==> src/rtl/ddr2_arbiter.sv <==
// Two-port DDR2 command arbiter between the instruction and data caches.
// Per-port command FIFOs, round-robin grant, read data routed to the requester.
module ddr2_arbiter #(
    parameter int ADDR_W = 27,
    parameter int DATA_W = 128,
    parameter int QDEPTH = 2
) (
    input  logic              clk,
    input  logic              rstn,
    input  logic              c0_enable,
    input  logic              c0_read,
    input  logic [ADDR_W-1:0] c0_addr,
    input  logic [DATA_W-1:0] c0_wdata,
    output logic              c0_available,
    output logic [DATA_W-1:0] c0_rdata,
    output logic              c0_overflow,
    input  logic              c1_enable,
    input  logic              c1_read,
    input  logic [ADDR_W-1:0] c1_addr,
    input  logic [DATA_W-1:0] c1_wdata,
    output logic              c1_available,
    output logic [DATA_W-1:0] c1_rdata,
    output logic              c1_overflow,
    output logic              mem_enable,
    output logic              mem_read,
    output logic [ADDR_W-1:0] mem_addr,
    output logic [DATA_W-1:0] mem_wdata,
    input  logic              mem_ready,
    input  logic              mem_available,
    input  logic [DATA_W-1:0] mem_data
);

    localparam int PW = (QDEPTH > 1) ? $clog2(QDEPTH) : 1;
    localparam int CW = PW + 1;
    localparam logic [CW-1:0] FULL_CNT = CW'(QDEPTH);

    typedef enum logic [1:0] {
        IDLE    = 2'd0,
        ISSUE   = 2'd1,
        WAIT_RD = 2'd2
    } state_t;

    state_t state;
    logic   owner;
    logic   last_grant;

    logic              in_en    [2];
    logic              in_read  [2];
    logic [ADDR_W-1:0] in_addr  [2];
    logic [DATA_W-1:0] in_wdata [2];

    assign in_en[0]    = c0_enable;
    assign in_en[1]    = c1_enable;
    assign in_read[0]  = c0_read;
    assign in_read[1]  = c1_read;
    assign in_addr[0]  = c0_addr;
    assign in_addr[1]  = c1_addr;
    assign in_wdata[0] = c0_wdata;
    assign in_wdata[1] = c1_wdata;

    logic              q_read  [2][QDEPTH];
    logic [ADDR_W-1:0] q_addr  [2][QDEPTH];
    logic [DATA_W-1:0] q_wdata [2][QDEPTH];

    logic [PW-1:0] wr_ptr [2];
    logic [PW-1:0] rd_ptr [2];
    logic [CW-1:0] count  [2];
    logic          ovf    [2];

    logic empty   [2];
    logic full    [2];
    logic pop     [2];
    logic push_ok [2];

    logic grant_valid;
    logic gp;

    assign c0_overflow = ovf[0];
    assign c1_overflow = ovf[1];

    // FIFO status; a pop frees the slot a same-cycle push lands in
    always_comb begin
        for (int p = 0; p < 2; p++) begin
            empty[p]   = (count[p] == '0);
            full[p]    = (count[p] == FULL_CNT);
            pop[p]     = (state == ISSUE) && mem_ready && (owner == 1'(p));
            push_ok[p] = in_en[p] && (!full[p] || pop[p]);
        end
    end

    // Round-robin choice; on a tie the port not granted last time wins
    always_comb begin
        grant_valid = !empty[0] || !empty[1];
        if (!empty[0] && !empty[1]) begin
            gp = ~last_grant;
        end else begin
            gp = empty[0];
        end
    end

    // FIFO storage, written at the tail on every accepted push
    always_ff @(posedge clk) begin
        for (int p = 0; p < 2; p++) begin
            if (push_ok[p]) begin
                q_read[p][wr_ptr[p]]  <= in_read[p];
                q_addr[p][wr_ptr[p]]  <= in_addr[p];
                q_wdata[p][wr_ptr[p]] <= in_wdata[p];
            end
        end
    end

    // FIFO pointers, occupancy and sticky overflow flags
    always_ff @(posedge clk) begin
        if (!rstn) begin
            for (int p = 0; p < 2; p++) begin
                wr_ptr[p] <= '0;
                rd_ptr[p] <= '0;
                count[p]  <= '0;
                ovf[p]    <= 1'b0;
            end
        end else begin
            for (int p = 0; p < 2; p++) begin
                if (push_ok[p]) begin
                    wr_ptr[p] <= wr_ptr[p] + PW'(1);
                end
                if (in_en[p] && !push_ok[p]) begin
                    ovf[p] <= 1'b1;
                end
                if (pop[p]) begin
                    rd_ptr[p] <= rd_ptr[p] + PW'(1);
                end
                if (push_ok[p] && !pop[p]) begin
                    count[p] <= count[p] + CW'(1);
                end else if (!push_ok[p] && pop[p]) begin
                    count[p] <= count[p] - CW'(1);
                end
            end
        end
    end

    // Arbiter FSM with registered memory command and read-return outputs
    always_ff @(posedge clk) begin
        if (!rstn) begin
            state        <= IDLE;
            owner        <= 1'b0;
            last_grant   <= 1'b1;
            mem_enable   <= 1'b0;
            mem_read     <= 1'b0;
            mem_addr     <= '0;
            mem_wdata    <= '0;
            c0_available <= 1'b0;
            c1_available <= 1'b0;
            c0_rdata     <= '0;
            c1_rdata     <= '0;
        end else begin
            c0_available <= 1'b0;
            c1_available <= 1'b0;
            unique case (state)
                IDLE: begin
                    if (grant_valid) begin
                        owner      <= gp;
                        last_grant <= gp;
                        mem_enable <= 1'b1;
                        mem_read   <= q_read[gp][rd_ptr[gp]];
                        mem_addr   <= q_addr[gp][rd_ptr[gp]];
                        mem_wdata  <= q_wdata[gp][rd_ptr[gp]];
                        state      <= ISSUE;
                    end
                end
                ISSUE: begin
                    if (mem_ready) begin
                        mem_enable <= 1'b0;
                        state      <= mem_read ? WAIT_RD : IDLE;
                    end
                end
                WAIT_RD: begin
                    if (mem_available) begin
                        if (owner) begin
                            c1_rdata     <= mem_data;
                            c1_available <= 1'b1;
                        end else begin
                            c0_rdata     <= mem_data;
                            c0_available <= 1'b1;
                        end
                        state <= IDLE;
                    end
                end
                default: begin
                    state      <= IDLE;
                    mem_enable <= 1'b0;
                end
            endcase
        end
    end

endmodule

==> config.mk <==
export PLATFORM = sky130hd
export DESIGN_NAME = ddr2_arbiter
export DESIGN_NICKNAME = d
export VERILOG_FILES = /design/src/rtl/ddr2_arbiter.sv
export SDC_FILE = /design/constraint.sdc
export NUM_CORES = 1
export LEC_CHECK = 0
export CAP_MARGIN = 20
export CORE_AREA = 2 2 337 339
export CTS_BUF_LIST = sky130_fd_sc_hd__clkbuf_4
export DETAILED_ROUTE_END_ITERATION = 12
export DIE_AREA = 0 0 339 341
export GPL_ROUTABILITY_DRIVEN = 0
export PLACE_DENSITY = 0.62
export SYNTH_ARGS = -nofsm -noshare
export SYNTH_HDL_FRONTEND = slang
export SYNTH_SLANG_ARGS = --single-unit
==> constraint.sdc <==
create_clock -name clk -period 14.79 [get_ports clk]
set_input_delay 2.958 -clock clk [delete_from_list [all_inputs] [get_ports clk]]
set_output_delay 2.958 -clock clk [all_outputs]
set_load 0.05 [all_outputs]
==> run_results.csv <==
group,metric,value,unit
timing,whs,0.452,ns
die,core-area,112000,um^2
clocking,cts_buffers,296,
worst_setup_path,cpMaxStageDelayCell,"buf_4",
clocking,cts_sinks,1053,
worst_setup_path,max_stage_delay,0.86,ns
worst_setup_path,required,15.48,ns
worst_setup_path,path_class,"in -> reg",
drt,drc,0,
clocking,clock_latency,1.13,ns
drt,drtAntennaViolNets,0,
pwr,power_density,151,nW/um^2
pwr,power_leakage,0.0181,uW
clocking,clk_pin_slew,0.06,ns
drt,drt_iter0_markers,1465,
die,initial_utilization,35.4,%
cells_and_area,syn2layout_area_growth,34.3,%
grt,grt.overflow.total,0,
timing,period_needed,5.93,ns
drt,vias,27300,
clocking,cts_root_buf,"clkbuf_4",
clocking,cts_max_level,5,
worst_setup_path,critical_path_buf_inv_count,4,
cells_and_area,nets,4485,
grt,antenna_found_initial,48,
cells_and_area,final_cell_area,53200,um^2
drt,drt_wl_total,123000,um
timing,finalHoldViolCount,0,
worst_setup_path,cp_common_cell,"buf_4",
worst_setup_path,cp.arrival,6.61,ns
timing,slew_violations,0,
grt,grt.total_usage,20.6,%
yosys,synth_seq_cells,1053,
run,drv_cap,0,
worst_setup_path,path_delay_family,"buffers and inverters",
cells_and_area,final_cell_mix,"clkdlybuf4s50_1 (861), nand2_1 (839), edfxtp_1 (634)",
yosys,syn_nets,3505,
timing,skew,0.0954,ns
die,die_h,341,um
timing,max_clock_freq,169,MHz
worst_setup_path,path_cells,"clkdlybuf4s50_1 > nand4bb_1 > nand2_1 > nand2_1 > nor2_4 > buf_4 > buf_4 > buf_4",
timing,rsz0062_at_grt,"no",
die,rows,123,
clocking,clk_path_buf_depth,4,
grt,grt_pass1_vias,27300,
yosys,avgSynthCellArea,12.9,um^2
timing,tightest_slew,1.31,ns
clocking,cts_resized,0,
worst_setup_path,cp-end-kind,"flip-flop",
drt,dr.pass1.iters,5,
grt,grt_pass1_wl,176000,um
drt,post_drt_wl_per_cell,21.3,um
yosys,ys_seq_area_share,69.3,%
placed_design,place_area,49500,um^2
clocking,postCtsHoldBufs,0,
timing,fin_ws,8.86,ns
timing,fin_crit_sh,40.1,%
grt,grt_max_degree,151,
placed_design,dp_hpwl,81500,um
pwr,peakVddDrop,0.0956,mV
yosys,synth_area,39600,um^2
run_status,status,"complete, no violations",
worst_setup_path,cp-start-kind,"input port",
yosys,synth.distinct_cells,37,
die,num_io_pins,863,
cells_and_area,final_layout_size_suffix_gt1_share,15.6,%
yosys,yosysWarnings,0,
die,die_x,339,um
cells_and_area,utilization,47.5,%
drt,routed_via_density,4.74,
timing,tns,0,ns
clocking,cts_tree,"done",
timing,slew_headroom,12.4,%
placed_design,portBuffers,862,
die,die_area,116000,um^2
worst_setup_path,crit_fanout,61,
timing,setup-violations-final,0,
clocking,post_cts_buffers,0,
yosys,syn_inst,3057,
cells_and_area,layout.cells.most_common,"clkdlybuf4s50_1",
worst_hold_path,hp-class,"reg -> reg",
placed_design,place_ws,7.65,ns
## Yosys cell counts
library cell / instances / share of area (%)
nor2_1: 13 / 0.12
and3b_1: 1 / 0.022
nor3_1: 1 / 0.013
o21bai_1: 2 / 0.038
or2_2: 2 / 0.032
mux2_2: 156 / 4.4
nand3_1: 6 / 0.076
nor3b_1: 5 / 0.095
nor2b_1: 4 / 0.063
o211ai_1: 157 / 3.0
o22ai_1: 1 / 0.016
edfxtp_1: 634 / 48
buf_1: 5 / 0.047
nand3b_1: 1 / 0.019
nand2_1: 839 / 8.0
buf_4: 5 / 0.095
a21boi_1: 101 / 1.9
a311oi_1: 1 / 0.022
mux2i_1: 156 / 3.9
ha_1: 2 / 0.063
o31a_1: 1 / 0.022
a21oi_1: 5 / 0.063
o22ai_2: 1 / 0.032
a22oi_1: 1 / 0.019
clkbuf_1: 90 / 0.85
nor2_2: 1 / 0.016
a21boi_0: 315 / 6.0
a211oi_2: 1 / 0.032
inv_1: 3 / 0.028
buf_2: 111 / 1.4
a211o_1: 1 / 0.022
nand4b_1: 1 / 0.022
and2_1: 5 / 0.079
nand2b_1: 5 / 0.079
dfxtp_1: 419 / 21
o21ai_0: 3 / 0.038
nand4bb_1: 2 / 0.057
## power by group
part           switching (uW)  leakage [uW]  internal (uW)  total, uW
Sequential                137       0.00933           3470       3610
Combinational            1230       0.00662            614       1840
Clock                    1180       0.00220           1420       2600
Total                    2540        0.0181           5500       8050
## path summary, 6_finish.rpt
kind	startpoint	end	slack (ns)	cells past startpoint
setup reg to reg	count[1][0]$_DFFE_PP_	mem_wdata[32]$_SDFFE_PN0P_	10.29	9
hold reg to reg	mem_wdata[113]$_SDFFE_PN0P_	mem_wdata[113]$_SDFFE_PN0P_	0.45	2
hold / removal	mem_wdata[113]$_SDFFE_PN0P_	mem_wdata[113]$_SDFFE_PN0P_	0.45	2
setup / recovery	mem_ready	q_wdata[0][225]$_DFFE_PP_	8.86	8
## cells by family after synthesis
family / Yosys count / share of synthesized area (%)
simple gates: 886 / 8.65
compound gates: 590 / 11.2
flops: 1053 / 69.3
buf+inv: 214 / 2.43
fa+ha+maj: 2 / 0.0632
mux: 312 / 8.38
## final cells by class
| type | count | area (um^2) |
|---|---|---|
| inverter | 3 | 11.3 |
| clock buffer | 439 | 3300 |
| multi-input combinational | 1790 | 11300 |
| sequential | 1053 | 27400 |
| clock inverter | 56 | 333 |
| timing repair buffer | 893 | 8910 |
| antenna | 23 | 57.6 |
| fill | 10300 | 58700 |
| tap | 1500 | 1880 |
## worst min-delay path: stages (launching register included)
cell	delay [ns]
dfxtp_1	0.31
nand2_1	0.05
a21boi_1	0.05
## state kept, by name (all words and copies together) (netlist names), 4 cells and up
register	cells
q_wdata	512
c0_rdata	128
c1_rdata	128
mem_wdata	128
q_addr	108
mem_addr	27
count	4
q_read	4
## metal layers
metal / GRT usage, % / wire (um) / up-vias
met5: 0 / 233 / -
met4: 8.29 / 3370 / 36
met3: 7.24 / 9230 / 224
met2: 36.3 / 63400 / 931
met1: 22.5 / 46500 / 13100
li1: - / - / 13000
## stage by stage
stage / power (uW) / std cells
3_3_place_gp: 5520 / 5238
2_1_floorplan: 4820 / 3057
5_1_grt: 8450 / 5756
3_5_place_dp: 5540 / 5239
6_report: 8050 / 5757
4_1_cts: 8180 / 5734
Note: power is estimated with default switching activity, not from simulation.
